File: config.mk
export PLATFORM = sky130hd
export DESIGN_NAME = imem_loader
export DESIGN_NICKNAME = d
export VERILOG_FILES = /design/src/rtl/imem_loader_pkg.sv /design/src/rtl/imem_loader_byte_assembler.sv /design/src/rtl/imem_loader.sv
export SDC_FILE = /design/constraint.sdc
export NUM_CORES = 1
export LEC_CHECK = 0
export ABC_AREA = 1
export CAP_MARGIN = 10
export CORE_ASPECT_RATIO = 0.8
export CORE_MARGIN = 2
export CORE_UTILIZATION = 50
export DETAILED_ROUTE_END_ITERATION = 10
export PLACE_DENSITY = 0.75
export SYNTH_ARGS = -nofsm -noshare
export SYNTH_HDL_FRONTEND = slang
export SYNTH_SLANG_ARGS = --single-unit
File: constraint.sdc
create_clock -name clk -period 2.3 [get_ports clk]
set_input_delay 0.575 -clock clk [delete_from_list [all_inputs] [get_ports clk]]
set_output_delay 0.575 -clock clk [all_outputs]
set_load 0.02 [all_outputs]
File: src/rtl/imem_loader_pkg.sv
// -----------------------------------------------------------------------------
// imem_loader_pkg
//   Constants and types shared by the instruction-memory loader and the
//   processor top level.
//   - IMEM_ADDR_W    : instruction memory word-address width (1K words)
//   - IMEM_DATA_W    : instruction word width
//   - BYTES_PER_WORD : stream bytes per instruction word
//   - state_t        : loader FSM states
// -----------------------------------------------------------------------------
package imem_loader_pkg;

    localparam int IMEM_ADDR_W    = 10;
    localparam int IMEM_DATA_W    = 32;
    localparam int BYTES_PER_WORD = IMEM_DATA_W / 8;

    typedef enum logic [2:0] {
        IDLE,
        LEN_HI,
        LEN_LO,
        BYTES,
        WRITE,
        DONE,
        ERR
    } state_t;

endpackage

File: src/rtl/imem_loader_byte_assembler.sv
// -----------------------------------------------------------------------------
// byte_assembler
//   Packs a byte stream into big-endian words: each accepted byte enters at
//   the LSB end and pushes earlier bytes up, so the first byte of a word ends
//   up in the most significant byte.
//   Ports:
//     clk       : system clock
//     rst       : synchronous active-low reset
//     clear     : drop the partial word and restart the byte count
//     shift_en  : accept byte_in this cycle
//     byte_in   : stream byte
//     word      : assembly register (complete from the cycle after word_full)
//     word_full : this shift completes a word
// -----------------------------------------------------------------------------
module byte_assembler
    import imem_loader_pkg::*;
#(
    parameter int DATA_W = IMEM_DATA_W
) (
    input  logic              clk,
    input  logic              rst,
    input  logic              clear,
    input  logic              shift_en,
    input  logic [7:0]        byte_in,
    output logic [DATA_W-1:0] word,
    output logic              word_full
);

    localparam int NBYTES = DATA_W / 8;
    localparam int CNT_W  = (NBYTES > 1) ? $clog2(NBYTES) : 1;

    logic [CNT_W-1:0] cnt;

    // NOTE: sequential state is updated with non-blocking assignments only, so
    // every register samples the values that existed before the clock edge.
    always_ff @(posedge clk) begin
        if (!rst || clear) begin
            word <= '0;
            cnt  <= '0;
        end else if (shift_en) begin
            word <= (word << 8) | DATA_W'(byte_in);
            cnt  <= (cnt == CNT_W'(NBYTES - 1)) ? '0 : cnt + 1'b1;
        end
    end

    // Combinational so the FSM can step into WRITE on the same edge that
    // shifts in the final byte; the register then holds the full word.
    assign word_full = shift_en && (cnt == CNT_W'(NBYTES - 1));

endmodule

File: src/rtl/imem_loader.sv
// -----------------------------------------------------------------------------
// imem_loader
//   Loads a program image into instruction memory from a byte stream.
//   Stream format: 16-bit big-endian word count, then that many big-endian
//   words. Words are written to consecutive addresses starting at 0. The core
//   is held stopped while loading and released after the last word.
//   Ports:
//     clk, rst          : clock, synchronous active-low reset
//     start             : begin a load (honoured in IDLE, DONE, ERR)
//     in_valid/in_data  : byte stream; in_ready accepts it
//     mem_we/addr/wdata : instruction memory write port (one-cycle strobe)
//     busy              : load in progress
//     done / err        : sticky result of the last load
//     cpu_run           : core may run
// -----------------------------------------------------------------------------
module imem_loader
    import imem_loader_pkg::*;
#(
    parameter int ADDR_W    = IMEM_ADDR_W,
    parameter int DATA_W    = IMEM_DATA_W,
    parameter int MAX_WORDS = 1024
) (
    input  logic              clk,
    input  logic              rst,
    input  logic              start,
    input  logic              in_valid,
    input  logic [7:0]        in_data,
    output logic              in_ready,
    output logic              mem_we,
    output logic [ADDR_W-1:0] mem_addr,
    output logic [DATA_W-1:0] mem_wdata,
    output logic              busy,
    output logic              done,
    output logic              err,
    output logic              cpu_run
);

    state_t          state;
    logic [15:0]     length;
    logic [ADDR_W:0] word_cnt;   // one extra bit so MAX_WORDS fits

    logic            xfer;
    logic            start_ok;
    logic [15:0]     len_full;
    logic            last_word;
    logic            asm_full;

    assign xfer      = in_valid && in_ready;
    assign start_ok  = start && (state == IDLE || state == DONE || state == ERR);
    // Complete length as it will be once the low byte now on the bus lands.
    assign len_full  = {length[15:8], in_data};
    assign last_word = (16'(word_cnt) + 16'd1) == length;

    byte_assembler #(
        .DATA_W (DATA_W)
    ) u_asm (
        .clk       (clk),
        .rst       (rst),
        .clear     (start_ok),
        .shift_en  (xfer && (state == BYTES)),
        .byte_in   (in_data),
        .word      (mem_wdata),
        .word_full (asm_full)
    );

    always_ff @(posedge clk) begin
        if (!rst) begin
            state    <= IDLE;
            in_ready <= 1'b0;
            mem_we   <= 1'b0;
            mem_addr <= '0;
            busy     <= 1'b0;
            done     <= 1'b0;
            err      <= 1'b0;
            cpu_run  <= 1'b0;
            length   <= '0;
            word_cnt <= '0;
        end else begin
            mem_we <= 1'b0;  // single-cycle strobe, raised only on entry to WRITE

            case (state)
                IDLE, DONE, ERR: begin
                    if (start_ok) begin
                        state    <= LEN_HI;
                        in_ready <= 1'b1;
                        busy     <= 1'b1;
                        done     <= 1'b0;
                        err      <= 1'b0;
                        cpu_run  <= 1'b0;
                        mem_addr <= '0;
                        word_cnt <= '0;
                        length   <= '0;
                    end
                end

                LEN_HI: begin
                    if (xfer) begin
                        length[15:8] <= in_data;
                        state        <= LEN_LO;
                    end
                end

                LEN_LO: begin
                    if (xfer) begin
                        length[7:0] <= in_data;
                        if (len_full == 16'd0) begin
                            state    <= DONE;
                            in_ready <= 1'b0;
                            busy     <= 1'b0;
                            done     <= 1'b1;
                            cpu_run  <= 1'b1;
                        end else if (len_full > 16'(MAX_WORDS)) begin
                            state    <= ERR;
                            in_ready <= 1'b0;
                            busy     <= 1'b0;
                            err      <= 1'b1;
                        end else begin
                            state <= BYTES;
                        end
                    end
                end

                BYTES: begin
                    if (asm_full) begin
                        state    <= WRITE;
                        in_ready <= 1'b0;
                        mem_we   <= 1'b1;
                    end
                end

                WRITE: begin
                    if (last_word) begin
                        // Address is left on the final word, never wrapped.
                        state   <= DONE;
                        busy    <= 1'b0;
                        done    <= 1'b1;
                        cpu_run <= 1'b1;
                    end else begin
                        state    <= BYTES;
                        in_ready <= 1'b1;
                        word_cnt <= word_cnt + 1'b1;
                        mem_addr <= mem_addr + 1'b1;
                    end
                end

                default: begin
                    state    <= IDLE;
                    in_ready <= 1'b0;
                end
            endcase
        end
    end

endmodule

# == Yosys cells after proc, flatten, opt, wreduce, memory -nomap -nowiden ==
# Cells that the tools add are included.
# word_totals
out_inout_bits,48
ff_bits,79
# classes
addsub,4
bitwise,2
mux,38
n_eq_ne,18
n_reduce_logical,24
n_lt_le_gt_ge,1
# ops
op,n
bitwise OR 32 x 8 -> 32 bit,1
one-hot mux 8 bit (2 select lines),2
two-way mux 11 bit,2
one-hot mux 11 bit (2 select lines),1
two-way mux 3 bit,7
two-way mux 10 bit,2
one-hot mux 10 bit (2 select lines),1
== test 12 x 16 -> 1 bit,1
"> comparator 16 x 11 -> 1 bit, second input constant",1
zero test 16 bit,1
two-way mux 16 bit,1
"inequality test 2 bit, second input constant",8
two-way mux 1 bit,15
one-hot mux 3 bit (5 select lines),1
AND reduction 5 bit,3
"adder 11 x 1 -> 12 bit, second input constant",1
"adder 11 x 1 -> 11 bit, second input constant",1
"adder 10 x 1 -> 10 bit, second input constant",1
"== test 3 bit, second input constant",3
AND reduction 3 bit,3
two-way mux 8 bit,1
"== test 3 x 2 -> 1 bit, second input constant",2
one-hot mux 1 bit (3 select lines),2
AND reduction 6 bit,1
18 further kinds,25

# == Longest topological paths before layout ==
# depth
ltp_word,6
depth_mapped,16
mapped_depth_nobuf,15

# == By module ==
# From an unflattened synthesis, not the netlist that was laid out.
# unflattened
hier_cells,665
hier_area_um2,4606.9
# by_module_without_submodules
module,area_each_um2,n_inst,cells_per_inst,seq_area_each_um2
imem_loader,3138.0,1,511,900.9
byte_assembler,1468.9,1,154,680.7

# == Worst setup path after synthesis ==
# No wires, ideal clock.
# synth_timing
kind,flip-flop to flip-flop
startpoint,register word_cnt[0]
endpoint,register mem_addr[0]
period_less_slack_ns,1.944
setup_slack_ns,0.356
arrival_time_ns,1.829
setup_time_ns,0.115
stages_incl_launch_ff,14
n_path_buf,1
path_cell_list,dfxtp_1 > ha_1 > nand2_1 > nor2_1 > nand2_1 > nand3_1 > nand3_1 > nor2_1 > nand3_1 > nor2_1 > nand2_2 > buf_2 > a21oi_1 > nor2_1
# synth_via
elab_chain_cells,4
# synth_lines
element,line,text
start: declaration,imem_loader.sv:40,logic [ADDR_W:0] word_cnt;
start signal: assignment,imem_loader.sv:141,word_cnt <= word_cnt + 1'b1;
adder 11 x 1 -> 12 bit,imem_loader.sv:52,assign last_word = (16'(word_cnt) + 16'd1) == length;
== test 12 x 16 -> 1 bit,imem_loader.sv:52,
inequality test 2 bit (no source line),--,
AND reduction 3 bit (no source line),--,
end signal: assignment,imem_loader.sv:142,mem_addr <= mem_addr + 1'b1;
end: declaration,imem_loader.sv:30,"output logic [ADDR_W-1:0] mem_addr,"
# No other way between the ends.
# A chain may end at the register's enable or synchronous reset.

# == Worst setup path in the final report ==
# layout_timing
startpoint,register word_cnt[5]
endpoint,register mem_addr[0]
# Same word-level chain as after synthesis.

==> run_results.csv <==
group,metric,value,unit
status,status,"complete, no violations",
synth,synthMuxAreaShare,0,%
synth,yosysSeqAreaShare,40.2,%
timing,hold_violations,0,
floorplanning,io_pins,60,
place,dp_hpwl,7380,µm
cts,cts_buffer_depth,2,
synth,synth_cells,607,
floorplanning,fp.dieH,83.3,µm
place,placed_cell_area,4760,µm²
synth,synth-compound-area-share,14.0,%
timing,final-setup-viol-count,0,
cts,cts_post_setup_buffers_inserted,0,
cts,cts_buffers,9,
worst_setup_path,required,2.55,ns
worst_setup_path,cp_max_fo,16,
finish,drive_above_1_share,8.50,%
run,maxCapViolCount,0,
cts,ctsHoldBuffers,0,
synth,ys_warn_count,0,
power_and_ir_drop,peakVddDrop,0.442,mV
timing,fin_skew,0.0134,ns
synth,avgSynthCellArea,6.48,µm²
global_routing,grt_overflow,0,
floorplanning,core,7500,µm²
worst_setup_path,crit_path_end_kind,"flip-flop",
cts,htree_num_levels,3,
floorplanning,die_w,103,µm
worst_setup_path,worstPathArrival,2.36,ns
finish,nFillCells,695,
finish,nets,692,
synth,synth_fp_nets,622,
timing,relSlewSlack,52.3,%
synth,yosys_register_bits,79,
routing,num_vias,4075,
finish,final_area,4990,µm²
floorplanning,rows,28,
routing,dr.pass1.iters,5,
power_and_ir_drop,power.density,1000,nW/µm²
synth,synth_top_family_by_area,"simple AND/OR/NAND/NOR gates",
cts,cts_tree,"yes",
routing,drtAntennaViolNets,0,
floorplanning,initial_core_util,52.4,%
synth,netlist_area,3930,µm²
worst_setup_path,r2r_start,"word_cnt[5]",
routing,drt_iter0_markers,240,
finish,num_antenna_cells,0,
global_routing,antenna_found_initial,0,
global_routing,grtUsageTotal,24.6,%
timing,rsz0062_at_grt,"false",
place,dpl.cell_count,771,
worst_setup_path,startpoint,"word_cnt[5]",
routing,finalWirelength,10100,µm
routing,vias_per_cell,5.18,
floorplanning,design.die.area,8590,µm²
timing,period_needed,2.11,ns
synth,synth_fa_ha_area_share,0.955,%
timing,worstMarginPinSlew,0.714,ns
timing,fin_crit_sh,91.6,%
cts,cts.sinks,79,
finish,final_cells,787,
finish,area_growth,26.9,%
global_routing,grt_max_degree,37,
power_and_ir_drop,p_leak,1.91,nW
timing,slew_violations,0,
synth,yosys.area_share.simple,36.1,%
global_routing,grt_pass1_wl,17100,µm
synth,synthXorXnorAreaFrac,0,%
cts,root_buffer,"clkbuf_8",
worst_hold_path,worstHoldPathType,"flip-flop to flip-flop",
timing,tns,0,ns
place,gp_congestion,0.923,
worst_setup_path,startpoint_type,"flip-flop",
worst_hold_path,min-delay-start,"u_asm.word[24]",
cts,clkLatencyLatePin,0.36,ns
timing,fmax,475,MHz
routing,routedWlPerCell,12.9,µm
place,port_buffers,59,
worst_setup_path,criticalPathCategory,"flip-flop to flip-flop",
synth,synth.distinct_cells,27,
routing,drc,0,
global_routing,grt_pass1_vias,3698,
cts,path_clk_slew,0.09,ns
==> metal layers <==
metal	global-route usage [%]	vias up	wire length, µm
li1	-	2104	-
met1	36.4	1854	5020
met2	36.0	107	4400
met3	5.98	10	600
met4	5.62	0	91
met5	0	-	0
==> area by class of cell <==
| cell class | instances | area (µm²) | share of cell area, % |
|---|---|---|---|
| clock inverter | 6 | 68.8 | 1.38 |
| inverter | 59 | 221 | 4.44 |
| timing repair buffer | 84 | 816 | 16.4 |
| sequential | 79 | 1580 | 31.7 |
| multi-input combinational | 444 | 2030 | 40.7 |
| clock buffer | 10 | 138 | 2.76 |
| tap | 105 | 131 | 2.63 |
==> power breakdown <==
part	leakage [nW]	internal (mW)	switching, mW
logic	1.16	0.820	1.34
clock network	0.103	0.537	0.545
registers	0.642	1.58	0.189
==> flip-flops by register name, summed over array words and instances, names as in the netlist <==
| name | flops |
|---|---|
| u_asm.word | 32 |
| length | 16 |
| word_cnt | 11 |
| mem_addr | 10 |
| state | 3 |
| u_asm.cnt | 2 |
| busy | 1 |
| cpu_run | 1 |
| err | 1 |
| in_ready | 1 |
| mem_we | 1 |
==> worst max-delay path, stage by stage, from the launching register on <==
cell and delay [ns]:
dfxtp_1 0.51, nand2_1 0.17, nor2_1 0.17, nand3_1 0.11
nand2_1 0.12, nor2_1 0.07, nor2_1 0.11, nand3_1 0.08
nor2_1 0.13, nand2_2 0.14, buf_12 0.19, a21oi_1 0.14
nor2_1 0.06
==> through the flow <==
| stage | power [mW] | util [%] | worst slack (ns) | hold WS [ns] |
|---|---|---|---|---|
| 2_1_floorplan | 3.26 | - | 0.356 | 0.436 |
| 3_3_place_gp | 3.87 | 63.5 | 0.154 | 0.447 |
| 3_5_place_dp | 3.92 | 63.5 | 0.101 | 0.454 |
| 4_1_cts | 4.99 | 66.3 | 0.145 | 0.467 |
| 5_1_grt | 5.40 | 66.5 | 0.00408 | 0.480 |
| 6_report | 5.01 | 66.5 | 0.193 | 0.463 |
==> kinds of logic (layout without fill, tap and decap cells) <==
kind of cell	Yosys count	in the layout
adder cells (fa/ha/maj)	3	3
AND/OR/NAND/NOR	338	338
buffers and inverters	84	159
AO/OA/AOI/OAI	103	103
flip-flops	79	79
==> path summary, 6_finish.rpt <==
| check | to | slack [ns] | depth (start not counted) |
|---|---|---|---|
| min reg2reg | u_asm.word[24] | 0.46 | 2 |
| max | mem_addr[0] | 0.19 | 12 |
| min | u_asm.word[24] | 0.46 | 2 |
| max reg2reg | mem_addr[0] | 0.19 | 12 |
==> Yosys cell counts <==
| cell | instances | area share (%) |
|---|---|---|
| clkinv_1 | 1 | 0.095 |
| ha_1 | 3 | 0.95 |
| nor2_2 | 1 | 0.16 |
| nand2_1 | 203 | 19 |
| nor2_1 | 53 | 5.1 |
| a31oi_2 | 1 | 0.32 |
| nand3b_1 | 2 | 0.38 |
| o211ai_2 | 1 | 0.32 |
| nand3_1 | 52 | 6.6 |
| o21ai_0 | 7 | 0.89 |
| nand4_1 | 14 | 2.2 |
| nand2_2 | 3 | 0.48 |
| nor3_1 | 5 | 0.64 |
| nor2_4 | 3 | 0.86 |
| a211oi_1 | 8 | 1.5 |
| or2_2 | 1 | 0.16 |
| inv_1 | 57 | 5.4 |
| dfxtp_1 | 79 | 40 |
| clkbuf_1 | 16 | 1.5 |
| o21ai_1 | 2 | 0.25 |
| a21oi_1 | 83 | 11 |
| buf_2 | 5 | 0.64 |
| buf_6 | 1 | 0.29 |
| and2_1 | 1 | 0.16 |
| inv_2 | 1 | 0.095 |
| a31oi_1 | 1 | 0.16 |
| buf_4 | 3 | 0.57 |
==> cells in the final DEF (no fill, tap or decap), types with 2 or more instances in the layout <==
master and n:
o21ai_0 7, nor2_1 51, buf_4 22, nand3_1 51, nand2_1 203, nor2_4 3
nand3b_1 2, inv_1 57, buf_12 3, dfxtp_1 78, a21oi_1 83, nor2_2 3
clkinv_4 2, a211oi_1 8, nor3_1 5, nand2_2 2, ha_1 2, clkdlybuf4s50_1 59
nand4_1 14, clkbuf_8 10
==> what timing repair did <==
action | CTS | global route
endpoints found under the setup margin | 0 | 23
resized for setup | 0 | 6
endpoints found under the hold margin | 0 | 0
No activity file was read; power rests on OpenSTA's default activity.
